### src/rtl/alu32_exec_unit.sv
// rtl/alu32_exec_unit.sv - registered execute stage: ALU control, 32-bit ALU, next-PC adders
// Optional ALU_NOR_EN adds funct 0111 -> NOR (gout 100).
module alu32_exec_unit (
  input  logic        clk,
  input  logic        rst,
  input  logic        in_valid,
  input  logic        aluop1,
  input  logic        aluop0,
  input  logic [3:0]  funct,
  input  logic [31:0] dataa,
  input  logic [31:0] datab,
  input  logic [31:0] pc,
  input  logic [31:0] extad,
  output logic        out_valid,
  output logic [2:0]  gout,
  output logic [31:0] sum,
  output logic        zout,
  output logic [31:0] adder1out,
  output logic [31:0] adder2out
);

  logic [2:0]  gctl;
  logic [31:0] result;
  logic [31:0] pc_plus4;
  logic [31:0] branch_tgt;

  always_comb begin
    gctl = 3'b010;
    case ({aluop1, aluop0})
      2'b00: gctl = 3'b010;
      2'b01: gctl = 3'b110;
      2'b11: gctl = 3'b001;
      2'b10: begin
        case (funct)
          4'b0000: gctl = 3'b010;
          4'b0010: gctl = 3'b110;
          4'b0100: gctl = 3'b000;
          4'b0101: gctl = 3'b001;
          4'b1010: gctl = 3'b111;
`ifdef ALU_NOR_EN
          4'b0111: gctl = 3'b100;
`endif
          default: gctl = 3'b010;
        endcase
      end
      default: gctl = 3'b010;
    endcase
  end

  // slt uses a true signed compare so it stays correct when a-b overflows
  always_comb begin
    result = 32'h0;
    case (gctl)
      3'b000: result = dataa & datab;
      3'b001: result = dataa | datab;
      3'b010: result = dataa + datab;
      3'b110: result = dataa - datab;
      3'b111: result = {31'h0, ($signed(dataa) < $signed(datab))};
`ifdef ALU_NOR_EN
      3'b100: result = ~(dataa | datab);
`endif
      default: result = 32'h0;
    endcase
  end

  assign pc_plus4   = pc + 32'd4;
  assign branch_tgt = pc_plus4 + (extad << 2);

  always_ff @(posedge clk) begin
    if (rst) begin
      out_valid <= 1'b0;
      gout      <= 3'b000;
      sum       <= 32'h0;
      zout      <= 1'b0;
      adder1out <= 32'h0;
      adder2out <= 32'h0;
    end else begin
      out_valid <= in_valid;
      gout      <= gctl;
      sum       <= result;
      zout      <= (result == 32'h0);
      adder1out <= pc_plus4;
      adder2out <= branch_tgt;
    end
  end

endmodule

### config.mk
export PLATFORM = sky130hd
export DESIGN_NAME = alu32_exec_unit
export DESIGN_NICKNAME = d
export VERILOG_FILES = /design/src/rtl/alu32_exec_unit.sv
export SDC_FILE = /design/constraint.sdc
export NUM_CORES = 1
export LEC_CHECK = 0
export BUFFER_PORTS_ARGS = -buffer_cell sky130_fd_sc_hd__buf_2
export CORE_MARGIN = 2
export CORE_UTILIZATION = 30
export DETAILED_ROUTE_END_ITERATION = 7
export PLACE_DENSITY_LB_ADDON = 0.1
export SLEW_MARGIN = 20
export SYNTH_ARGS = -nofsm -noshare
export SYNTH_HDL_FRONTEND = slang
export SYNTH_SLANG_ARGS = --single-unit
### constraint.sdc
create_clock -name clk -period 4.1 [get_ports clk]
set_input_delay 0.41 -clock clk [delete_from_list [all_inputs] [get_ports clk]]
set_output_delay 0.41 -clock clk [all_outputs]
set_load 0.02 [all_outputs]
==> results.cfg <==
[critical_path]
worst_ep_arrival_time_ns = 4.08
slowest_stage = or4_1
cp-start-kind = primary input
cpPeakStageDelay_ns = 0.48
cp_cell_sequence = buf_2 -> ha_1 -> nand2_1 -> nor2_1 -> nand3_1 -> xnor2_1 -> ha_1 -> and2_1 -> a221o_1 -> a31oi_1 -> buf_4 -> o21ai_1 -> a2111oi_1 -> buf_4 -> o31ai_1 -> a21oi_2 -> o21ai_1 -> and3_1 -> or4_1
end_kind = flop
crit_type = in -> reg
worst-path-max-fanout = 3
worst_ep_required_time_ns = 4.34

[cts]
cts_tree = done
cts_hold_buffers = 0
clk_pin_slew_ns = 0.07
cts_setup_buffers = 0
cts-htree-levels = 3
cts_buffer_depth = 2
cts_buffers = 9
clkSinkCount = 99
root_buffer = clkbuf_16
cts_resized = 0

[detailed_routing]
drt-wirelength-per-cell_um = 17.7
drc_errors = 0
wl_met1_mm = 17.1
antenna_left = 0
num_vias = 10928
dr_wl_met2_mm = 17.4
maxUsedRoutingLayer = met5
drt_first_iter_violations = 626
first_pass_iters = 5
wl_mm = 37.3
via_per_inst = 5.20
wl_met3_mm = 1.98

[floorplan]
die_h_um = 189
dieArea_um2 = 35600
start_util_pct = 30.5
ioPinCount = 238
dieWidth_um = 189
core_um2 = 33500
rows = 67

[timing]
setup_tns_ns = 0
fmax_mhz = 260
slew_violations = 0
hold_violations = 0
slew_headroom_pct = 31.5
finalCritPeriodShare_pct = 93.8
fin_ws_ns = 0.255
finalSetupViolCount = 0
grt_setup_unrepaired = false
finalCriticalPeriod_ns = 3.84
worst_pin_slew_ns = 1.02

[global_routing]
antenna_found_initial = 5
grt_pass1_wl_mm = 58.0
grt_max_degree = 60
grt_usage_pct = 20.5
grt-ovfl-total = 0
grt_pass1_vias = 10698

[logic_synthesis]
yosysWarningCount = 0
synthesis.nets = 1616
synth-edff-count = 0
async_flop_share_pct = 0
yosysSeqAreaShare_pct = 19.4
synthFlopType = dfxtp_1
synth_seq_cells = 99
synthCells = 1345
syn_area_um2 = 10200
syn_area_per_cell_um2 = 7.61
synth_cell_type_count = 102

[status]
outcome = complete, no violations

[worst_hold_path]
whs_path_depth = 2
hold_path_end = out_valid$_SDFF_PP0_
hold_path.class = in -> reg
hp-start = in_valid

[layout]
fill_cells = 3608
drive_gt1_share_pct = 25.2
multiInputGateArea_um2 = 7590
area_delta_synth_final_pct = 26.2
fin_nets = 1919
regArea_um2 = 1980

[job]
cap_violations = 0

[power]
vdd.ir_drop.worst_mv = 0.226
power.internal_w = 0.00217
power_frac_comb_pct = 47.4
power_density_nw_per_um2 = 280
leakagePower_nw = 6.21
p_sw_w = 0.00145
pwr-share-seq_pct = 30.2
totalPowerFinal_w = 0.00362
clockPowerShare_pct = 22.4
netSwitchingFraction_pct = 40.1

[placed_design]
hpwl_mm = 30.5
pre_cts_slack_ns = -0.141
globalplace.congestion = 0.887
portBuffers = 235
## logic make-up (layout without fill, tap and decap cells)
group | Yosys count | after routing | share of synthesized area (%)
simple gates | 470 | 470 | 22.9
other cells | 0 | 2 | 0
mux | 5 | 5 | 0.501
fa+ha+maj | 134 | 134 | 16.6
buf+inv | 171 | 478 | 6.88
flops | 99 | 99 | 19.4
xor+xnor | 59 | 59 | 5.05
compound gates | 407 | 407 | 28.7
## power by group through the flow
stage	registers (W)	logic (W)	clock network, W
finish	0.00109	0.00172	0.000811
global route	0.00110	0.00188	0.000883
CTS	0.00109	0.00171	0.000843
detailed placement	0.00112	0.00171	0
global placement	0.00112	0.00170	0
floorplan	0.00124	0.000925	0
## Yosys cell counts, types with 5 or more instances
cell	count	share of area [%]
nor2_1	159	5.8
ha_1	131	16
inv_1	107	3.9
a21oi_1	100	4.9
dfxtp_1	99	19
nand2_1	84	3.1
o21ai_0	54	2.6
nor2b_1	49	3.0
clkbuf_1	36	1.3
xnor2_1	35	3.0
nand3_1	32	1.6
nor3_1	30	1.5
a21o_1	27	2.0
xor2_1	24	2.1
a211oi_1	22	1.6
and3_1	15	0.92
nand2b_1	15	0.92
o211ai_1	15	1.1
nand4_1	14	0.86
nor4_1	14	0.86
o21bai_1	14	1.0
buf_2	13	0.64
o21ai_1	13	0.64
or3_1	13	0.79
a221o_1	11	1.1
a31oi_1	11	0.67
o31ai_1	11	0.81
a2111oi_0	10	0.86
o21a_1	10	0.73
a221oi_1	9	0.77
and2_1	9	0.55
o221ai_1	9	0.77
and4_1	6	0.51
buf_4	6	0.44
or2_2	6	0.37
a311oi_1	5	0.43
o2111a_1	5	0.55
## per-layer routing
metal | track usage (%) | vias to the layer above
met2 | 34.7 | 333
met5 | 0 | -
met3 | 2.89 | 58
li1 | - | 5448
met4 | 5.98 | 6
met1 | 27.0 | 5083
## worst max path at each step
stage | slack (ns) | depth (start not counted) | from | endpoint
finish | 0.26 | 19 | pc[2] | adder2out[24]$_SDFF_PP0_
floorplan | 0.37 | 16 | pc[2] | adder2out[24]$_SDFF_PP0_
global placement | -0.17 | 23 | pc[2] | adder2out[31]$_SDFF_PP0_
detailed placement | -0.14 | 19 | pc[2] | adder2out[24]$_SDFF_PP0_
CTS | 0.23 | 19 | pc[2] | adder2out[24]$_SDFF_PP0_
global route | 0.03 | 23 | pc[2] | adder2out[31]$_SDFF_PP0_
## worst max-delay path, delay by kind of cell
kind	cells	cell delay, ns
and+or+nand+nor	6	1.18
xor gates and xnor gates	1	0.21
AOI/OAI and AO/OA	7	1.36
adders and majority gates	2	0.45
buffers and inverters	3	0.48
## cell usage in the layout (no fill, tap or decap), types with 22 or more instances in the layout
master	instances
nor2b_1	49
a21oi_1	100
nor3_1	28
xor2_1	24
buf_4	119
nand3_1	32
a21o_1	27
dfxtp_1	99
o21ai_0	54
inv_1	107
ha_1	131
buf_2	234
nor2_1	159
xnor2_1	35
a211oi_1	22
nand2_1	84
## metrics by stage
step	util, %	hold slack (ns)	instances	instance area [um^2]
global placement	37.7	0.618	2085	12600
floorplan	-	0.482	1345	10200
global route	38.5	0.250	2102	12900
detailed placement	37.7	0.625	2085	12600
CTS	38.5	0.235	2100	12900
finish	38.5	0.251	2102	12900
## state kept, by name, indices dropped and copies added (netlist names)
name and cells:
adder1out 32, sum 32, adder2out 30, gout 3, out_valid 1, zout 1
## cell type report
type                    instances  area share, %
inverters                     108           3.14
diodes                          2         0.0387
flip-flops and latches         99           15.3
clock buffers                   9           1.74
multi-input cells            1075           58.8
well taps                     448           4.34
repair buffers                355           16.3
clock inverters                 6          0.320
Note: power is estimated with default switching activity, not from simulation.
